<file path="src/rtl/izh_neuron_scheduler.sv">
`default_nettype none
// ============================================================================
// Module      : izh_neuron_scheduler
// Description : Time-multiplexes one shared Izhikevich update datapath over
//               NUM_NEURONS virtual neurons. Per-neuron v/u (2.16 signed),
//               type code and input current are held in local register
//               arrays. Each tick starts a sweep in index order: operands
//               are issued, the datapath result is written back DP_LAT
//               cycles later, and per-neuron spikes are collected into
//               spike_vec at the end of the sweep.
// Ports       : clk, rst_n            clock, asynchronous active-low reset
//               ena, tick             enable and timestep strobe
//               cfg_we/cfg_idx/cfg_type, cur_we/cur_val
//                                     type-code / input-current writes
//                                     (both target cfg_idx)
//               dp_valid, dp_idx, dp_v, dp_u, dp_i, dp_type
//                                     operand issue to the datapath
//               dp_v_new, dp_u_new, dp_spike
//                                     datapath results
//               busy, sweep_done, spike_vec, overrun
//                                     sweep status
//               mon_idx, v_mon, spike_cnt
//                                     monitor port
// Options     : define IZH_SPIKE_CNT_EN to add per-neuron saturating 8-bit
//               spike counters read through spike_cnt (else tied to 0).
// Revision    : 1.0 - initial release
// ============================================================================
module izh_neuron_scheduler #(
    parameter int NUM_NEURONS = 4,
    parameter int IDX_W       = 2,
    parameter int DW          = 18,
    parameter int DP_LAT      = 1
) (
    input  logic                   clk,
    input  logic                   rst_n,
    input  logic                   ena,
    input  logic                   tick,
    input  logic                   cfg_we,
    input  logic [IDX_W-1:0]       cfg_idx,
    input  logic [3:0]             cfg_type,
    input  logic                   cur_we,
    input  logic [7:0]             cur_val,
    output logic                   dp_valid,
    output logic [IDX_W-1:0]       dp_idx,
    output logic [DW-1:0]          dp_v,
    output logic [DW-1:0]          dp_u,
    output logic [7:0]             dp_i,
    output logic [3:0]             dp_type,
    input  logic [DW-1:0]          dp_v_new,
    input  logic [DW-1:0]          dp_u_new,
    input  logic                   dp_spike,
    output logic                   busy,
    output logic                   sweep_done,
    output logic [NUM_NEURONS-1:0] spike_vec,
    output logic                   overrun,
    input  logic [IDX_W-1:0]       mon_idx,
    output logic [7:0]             v_mon,
    output logic [7:0]             spike_cnt
);

    localparam int               CNT_W     = $clog2(DP_LAT + 1);
    localparam logic [DW-1:0]    C_V_RST   = 18'h3_4CCD;   // -0.7
    localparam logic [DW-1:0]    C_U_RST   = 18'h3_CCCD;   // -0.2
    localparam logic [IDX_W-1:0] C_IDX_LAST = IDX_W'(NUM_NEURONS - 1);

    typedef enum logic [1:0] {
        S_IDLE  = 2'd0,
        S_ISSUE = 2'd1,
        S_WAIT  = 2'd2,
        S_DONE  = 2'd3
    } state_t;

    state_t                 r_state;
    logic [IDX_W-1:0]       r_idx;
    logic [CNT_W-1:0]       r_cnt;
    logic [NUM_NEURONS-1:0] r_work;

    logic [DW-1:0]          r_v    [NUM_NEURONS];
    logic [DW-1:0]          r_u    [NUM_NEURONS];
    logic [3:0]             r_type [NUM_NEURONS];
    logic [7:0]             r_cur  [NUM_NEURONS];

    logic                   w_wb;
    logic [IDX_W-1:0]       w_issue_idx;
    logic [3:0]             w_issue_type;
    logic [7:0]             w_issue_cur;

    // Write-back happens on the last WAIT cycle, when the datapath result
    // for r_idx is valid on dp_*_new.
    assign w_wb = (r_state == S_WAIT) && (r_cnt == CNT_W'(1));

    // Operands are registered on the edge that enters ISSUE, so a cfg/cur
    // write landing on that same edge is forwarded. This gives the same
    // result as reading the array during the ISSUE cycle itself: writes in
    // the cycle before ISSUE are seen, writes during ISSUE are not.
    always_comb begin
        w_issue_idx  = (r_state == S_IDLE) ? '0 : r_idx + IDX_W'(1);
        w_issue_type = r_type[w_issue_idx];
        w_issue_cur  = r_cur[w_issue_idx];
        if (cfg_we && (cfg_idx == w_issue_idx)) begin
            w_issue_type = cfg_type;
        end
        if (cur_we && (cfg_idx == w_issue_idx)) begin
            w_issue_cur = cur_val;
        end
    end

    // Sweep FSM with registered outputs and v/u state arrays.
    always_ff @(posedge clk or negedge rst_n) begin
        if (!rst_n) begin
            r_state    <= S_IDLE;
            r_idx      <= '0;
            r_cnt      <= '0;
            r_work     <= '0;
            dp_valid   <= 1'b0;
            dp_idx     <= '0;
            dp_v       <= '0;
            dp_u       <= '0;
            dp_i       <= '0;
            dp_type    <= '0;
            busy       <= 1'b0;
            sweep_done <= 1'b0;
            spike_vec  <= '0;
            overrun    <= 1'b0;
            for (int k = 0; k < NUM_NEURONS; k++) begin
                r_v[k] <= C_V_RST;
                r_u[k] <= C_U_RST;
            end
        end else begin
            // Sticky: any tick that arrives while a sweep is running.
            if (tick && (r_state != S_IDLE)) begin
                overrun <= 1'b1;
            end

            case (r_state)
                S_IDLE: begin
                    dp_valid   <= 1'b0;
                    sweep_done <= 1'b0;
                    if (tick && ena) begin
                        r_state  <= S_ISSUE;
                        r_idx    <= w_issue_idx;
                        r_work   <= '0;
                        busy     <= 1'b1;
                        dp_valid <= 1'b1;
                        dp_idx   <= w_issue_idx;
                        dp_v     <= r_v[w_issue_idx];
                        dp_u     <= r_u[w_issue_idx];
                        dp_i     <= w_issue_cur;
                        dp_type  <= w_issue_type;
                    end
                end

                S_ISSUE: begin
                    dp_valid <= 1'b0;
                    r_cnt    <= CNT_W'(DP_LAT);
                    r_state  <= S_WAIT;
                end

                S_WAIT: begin
                    if (w_wb) begin
                        r_v[r_idx]    <= dp_v_new;
                        r_u[r_idx]    <= dp_u_new;
                        r_work[r_idx] <= dp_spike;
                        if (r_idx == C_IDX_LAST) begin
                            r_state    <= S_DONE;
                            sweep_done <= 1'b1;
                        end else begin
                            r_state  <= S_ISSUE;
                            r_idx    <= w_issue_idx;
                            dp_valid <= 1'b1;
                            dp_idx   <= w_issue_idx;
                            dp_v     <= r_v[w_issue_idx];
                            dp_u     <= r_u[w_issue_idx];
                            dp_i     <= w_issue_cur;
                            dp_type  <= w_issue_type;
                        end
                    end else begin
                        r_cnt <= r_cnt - CNT_W'(1);
                    end
                end

                S_DONE: begin
                    sweep_done <= 1'b0;
                    spike_vec  <= r_work;
                    busy       <= 1'b0;
                    r_state    <= S_IDLE;
                end

                default: begin
                    r_state <= S_IDLE;
                end
            endcase
        end
    end

    // Configuration arrays: writable in any state; cfg_type above 6 is
    // stored unchanged and interpreted downstream.
    always_ff @(posedge clk or negedge rst_n) begin
        if (!rst_n) begin
            for (int k = 0; k < NUM_NEURONS; k++) begin
                r_type[k] <= '0;
                r_cur[k]  <= '0;
            end
        end else begin
            if (cfg_we) begin
                r_type[cfg_idx] <= cfg_type;
            end
            if (cur_we) begin
                r_cur[cfg_idx] <= cur_val;
            end
        end
    end

    assign v_mon = r_v[mon_idx][DW-1:DW-8];

`ifdef IZH_SPIKE_CNT_EN
    logic [7:0] r_spk_cnt [NUM_NEURONS];

    always_ff @(posedge clk or negedge rst_n) begin
        if (!rst_n) begin
            for (int k = 0; k < NUM_NEURONS; k++) begin
                r_spk_cnt[k] <= '0;
            end
        end else if (w_wb && dp_spike && (r_spk_cnt[r_idx] != 8'hFF)) begin
            r_spk_cnt[r_idx] <= r_spk_cnt[r_idx] + 8'd1;
        end
    end

    assign spike_cnt = r_spk_cnt[mon_idx];
`else
    assign spike_cnt = 8'h00;
`endif

endmodule
`default_nettype wire

</file>
<file path="config.mk">
export PLATFORM = sky130hd
export DESIGN_NAME = izh_neuron_scheduler
export DESIGN_NICKNAME = d
export VERILOG_FILES = /design/src/rtl/izh_neuron_scheduler.sv
export SDC_FILE = /design/constraint.sdc
export NUM_CORES = 1
export LEC_CHECK = 0
export ABC_CLOCK_PERIOD_IN_PS = 2450
export BUFFER_PORTS_ARGS = -buffer_cell sky130_fd_sc_hd__buf_4
export CAP_MARGIN = 20
export CORE_ASPECT_RATIO = 1.5
export CORE_UTILIZATION = 29
export CTS_CLUSTER_SIZE = 14
export DETAILED_ROUTE_END_ITERATION = 6
export GPL_ROUTABILITY_DRIVEN = 0
export PLACE_DENSITY = 0.48
export SYNTH_ARGS = -nofsm -noshare
export SYNTH_HDL_FRONTEND = slang
export SYNTH_SLANG_ARGS = --single-unit
</file>
<file path="constraint.sdc">
create_clock -name clk -period 2.45 [get_ports clk]
set_input_delay 0.6125 -clock clk [delete_from_list [all_inputs] [get_ports clk]]
set_output_delay 0.6125 -clock clk [all_outputs]
set_load 0.01 [all_outputs]
</file>
; ---- Word-level counts from Yosys, hierarchy flattened
; Index checks and enable logic that the tools add are counted.
[classes]
magnitude_cmp = 8
eq_ne = 10
n_reduce_logical = 24
n_addsub = 2
n_mux = 69
bitwise_logic = 4
[op_table]
columns = cell, n
row1 = $mux W18, 13
row2 = $bwmux W72, 2
row3 = $bmux W18 S2, 3
row4 = $pmux W18 S2, 2
row5 = $mux W8, 7
row6 = $demux W18 S2, 1
row7 = $mux W4, 9
row8 = $bwmux W32, 1
row9 = $bmux W8 S2, 1
row10 = $bwmux W16, 1
row11 = $demux W8 S2, 1
row12 = $pmux W4 S2, 2
row13 = $pmux W8 S2, 1
row14 = $mux W2, 7
row15 = $ge A3 B3 Y1 const B, 4
row16 = $not A2 Y3, 4
row17 = $reduce_bool A2 Y1, 5
row18 = $reduce_and A3 Y1, 3
row19 = $bmux W4 S2, 1
row20 = $demux W4 S2, 1
row21 = $logic_and A1 B1 Y1, 8
row22 = $mux W1, 8
row23 = $pmux W2 S4, 1
row24 = $reduce_and A2 Y1, 4
row25 = other kinds (19), 27
[word_totals]
reg_bits = 257

; ---- Logic depth before layout (Yosys ltp)
[logic_depth]
ltp_word = 10
mapped_depth = 10
ltp_nobuf = 7

; ---- Least setup slack after synthesis
; Ideal clock, no wire load.
[synth_timing]
path_kind = register to register
from = reg r_idx[0]
to = reg dp_i[0]
path_buffers = 3
stages_incl_launch_ff = 11
t_required_ns = 2.329
synth_period_minus_slack_ns = 2.320
slack_ns = 0.130
arrival_time_ns = 2.200
path_cell_list = dfrtp_1 > buf_2 > inv_2 > ha_1 > buf_6 > or3b_4 > a31oi_4 > o21ai_4 > buf_6 > o21ai_0 > o21ai_1
[synth_between]
elab_chain_len = 10
word_cells_on_any_way = 16
[synth_rtl]
columns = element, line
row1 = from (decl), 74  ; logic [IDX_W-1:0] r_idx;
row2 = from (signal assigned), 141  ; r_idx <= w_issue_idx;
row3 = from (signal assigned), 169  ; r_idx <= w_issue_idx;
row4 = $add A2 B1 Y2, 97  ; w_issue_idx = (r_state == S_IDLE) ? '0 : r_idx + IDX_W'(1);
row5 = $mux W2, 97
row6 = $not A2 Y3 (not written as such), 99  ; w_issue_cur = r_cur[w_issue_idx];
row7 = $bmux W8 S2, 99
row8 = $mux W8 (not written as such) (2 in a row), 99
row9 = $mux W8, 103  ; if (cur_we && (cfg_idx == w_issue_idx)) begin
row10 = $mux W8, 164  ; if (r_idx == C_IDX_LAST) begin
row11 = $mux W8, 160  ; if (w_wb) begin
row12 = $pmux W8 S2, 135  ; case (r_state)
row13 = to (signal assigned), 148  ; dp_i <= w_issue_cur;
row14 = to (signal assigned), 174  ; dp_i <= w_issue_cur;
row15 = to (decl), 47  ; output logic [7:0] dp_i,
; Parallel ways exist; a longest one is shown, timed or not. The select of a mux whose other input is x is not followed.
; A chain may end at the register's enable or synchronous reset.

; ---- Final worst setup path
[layout_timing]
from = reg r_v[67] (netlist name)
to = out v_mon[3]
[layout_between]
elab_chain_len = 3
[layout_rtl]
columns = element, line
row1 = from (decl), 78  ; logic [DW-1:0] r_v [NUM_NEURONS];
row2 = "from (signal, indexed assignment)", 161  ; r_v[r_idx] <= dp_v_new;
row3 = $bmux W18 S2, 214  ; assign v_mon = r_v[mon_idx][DW-1:DW-8];
row4 = $mux W18 (not written as such) (2 in a row), 214
row5 = to (decl), 57  ; output logic [7:0] v_mon,
; Every way passes these cells. The select of a mux whose other input is x is not followed.

==> reports/summary.txt <==
DR vias: 7,279
DRC errors left: 0
CP max stage cell: mux4_2
Register area share after synthesis: 0.570
Power Density: 1460 mW/mm²
First-pass GRT wire length: 46.1 mm
CTS Buf Count: 29
IO buf count: 124
Initial Util: 0.296
Post-Syn Area per Cell: 13.7 µm²
Fmax achieved: 454 MHz
Setup CP Type: flip-flop to output port
Post-Place Worst Slack: 0.0982 ns
Top-area cell type share of the netlist area: 0.378
Status: complete, no violations
Largest net degree at the start of global routing: 65
Vias per inst: 4.90
Site Rows: 88
Setup violators final: 0
Worst EP arrival: 1.59 ns
Top_reg_cell synth: dfrtp_1
CP Capture Type: output port
Tmin final: 2.20 ns
CTS H-tree depth: 1
Netlist cell types: 47
Worst Clk Skew: 0.00894 ns
Setup repair bufs after CTS: 0
Crit-path max FO: 3
Via count of the first global-routing pass: 7,855
RSZ-0062 raised after global routing: false
Cell Chain, Critical Path: mux4_2 -> buf_4
Initial antenna violation count: 0
Number of synthesized flops with an enable pin: 0
Leak pwr: 5.97 nW
CTS tree: done
Max-slew violation count: 0
Area of the die: 0.0403 mm²
Max Root-Sink Buffers: 3
Synthesized instance count: 834
Largest area contributor in the netlist: dfrtp_1
Wire per inst: 19.8 µm
Critical Path Max Stage Delay: 0.48 ns
Max rail drop VDD: 0.000605 V
Die width: 164 µm
GRT Total Usage: 0.149
Max-slew headroom: 0.555
Endpoints failing hold: 0
Hold WC Path Type: input port to flip-flop
Top cells by area, synth: dfrtp_1, mux2_2, dfstp_2
Total Wirelength: 29.4 mm
Synthesized flop and latch total: 257
Antenna viol nets, final: 0
Global route overflow: 0
Placed Instances: 1,433
Post-DP HPWL: 18.9 mm
Clock Latency Late Sink: 0.55 ns
Root buffer cell: clkbuf_16
Die Y: 246 µm
Area Growth Syn to Fin: 22.5%
Max Cap Viol: 0
Synth warnings: 0
Period utilisation layout: 0.899
Number of I/O pins: 133
Sink Count: 257
Asr flop ratio synth: 1.00
Least-Margin Pin Slew: 0.668 ns
CP Launch Type: flip-flop
DRT iter0 DRCs: 416
Drt pass-1 iters: 7
CORE AREA: 0.0388 mm²
Clock slew at reported path FFs: 0.06 ns
Ant. Diodes: 0
Post-route insts no fill: 1,487
Setup WS post-layout: 0.247 ns
Final #Nets: 1,037
Sum Neg Setup Slack: 0 ns
Share of cells above drive strength 1: 0.540
Critical Path RT: 1.84 ns
R2R setup slack: 0.25 ns
Post-Syn Area: 0.0115 mm²
[cells in the mapped netlist, types with 2 or more instances]
cell,number
buf_2,34
dfrtp_1,173
buf_4,8
clkbuf_1,14
nand3_2,3
buf_6,2
a222oi_1,33
a22o_1,4
a21oi_1,3
inv_1,8
mux2_2,231
nand3b_1,4
o211ai_1,2
nand2_1,69
mux4_2,8
o21ai_1,11
a31oi_1,2
o21ai_2,2
ha_1,8
mux2i_1,17
o221ai_1,2
nand2b_1,2
a22oi_1,12
nor2_1,5
o21ai_0,54
o211a_1,12
nand3_1,6
dfstp_2,84
a221oi_1,3
[what timing repair did]
action                                  CTS  global route
hold buffers                              1             0
resized for setup                         0             1
endpoints found under the setup margin    0            16
endpoints found under the hold margin    13             0
[cell usage in the layout, fill, tap and decap left out, types with 3 or more instances in the layout]
cell	count
mux2_2	231
dfrtp_1	172
buf_4	144
dfstp_2	84
nand2_1	69
o21ai_0	54
a222oi_1	33
clkbuf_16	29
mux2i_1	17
a22oi_1	12
o211a_1	12
clkbuf_1	12
o21ai_1	11
buf_12	11
inv_1	8
mux4_2	8
conb_1	8
ha_1	7
clkbuf_8	6
nand3_1	5
nand3b_1	4
nor2_1	4
a22o_1	4
nand3_2	4
clkinv_2	4
a221oi_1	3
a21oi_1	3
[worst paths after layout]
kind | startpoint | cells after the start | end
max reg2reg | r_idx[0] | 7 | dp_v[11]
min | tick | 2 | overrun
min reg2reg | dp_u[16] | 2 | dp_u[16]
min in group asynchronous | rst_n | 2 | r_v[48]
max in group asynchronous | rst_n | 3 | r_u[51]
max | r_v[67] | 2 | v_mon[3]
[kinds of logic after synthesis]
logic type | Yosys count | synth area share
muxes | 256 | 0.257
DFF | 257 | 0.570
and+or+nand+nor | 98 | 0.0396
AOI/OAI and AO/OA | 145 | 0.0930
adders and majority gates | 8 | 0.00873
buffers and inverters | 68 | 0.0299
other | 1 | 0.000327
xor gates and xnor gates | 1 | 0.000764
[state kept, by name, summed over array words and instances, names as in the netlist]
| register | count |
|---|---|
| dp_i | 8 |
| r_type | 16 |
| r_v | 72 |
| spike_vec | 4 |
| r_cnt | 1 |
| dp_valid | 1 |
| r_state | 2 |
| overrun | 1 |
| r_u | 72 |
| r_cur | 32 |
| sweep_done | 1 |
| r_idx | 2 |
| busy | 1 |
| dp_type | 4 |
| r_work | 4 |
| dp_v | 18 |
| dp_u | 18 |
[layer usage]
layer  vias up  global-route usage  wire (µm)
met5         -                   0          0
met4         0              0.0411        539
met3        40              0.0218       1200
met2       149               0.280      15900
met1      3757               0.172      11700
li1       3333                   -          -
[area by class of cell]
class                   count  area (µm²)
multi-input cells         516        4640
repair buffers            157        1330
inverters                   9        33.8
well taps                 495         619
fillers                  3838       24700
clock inverters             6        36.3
clock buffers              47         853
flip-flops and latches    257        6540
[worst max-delay path, delay by kind of cell (launching register included)]
kind                   cells  cell delay [ns]
buffers and inverters      1             0.16
flip-flops                 1             0.40
multiplexers               1             0.48
[where the power goes]
group	total, mW	switching (mW)	internal (mW)	leakage [nW]
registers	7.73	1.05	6.68	2.96
logic	8.60	4.27	4.33	2.58
clock network	4.11	1.74	2.37	0.435
total	20.4	7.07	13.4	5.97
[through the flow]
stage	utilization	instance area (µm²)	hold WS (ns)	power [mW]
after global placement	0.339	13100	0.470	16.4
after detailed placement	0.339	13100	0.475	16.6
after CTS	0.362	14000	0.257	20.8
after global routing	0.362	14000	0.275	21.9
after floorplan	-	11500	0.317	13.1
final	0.362	14000	0.290	20.4
Note: power is estimated with default switching activity, not from simulation.
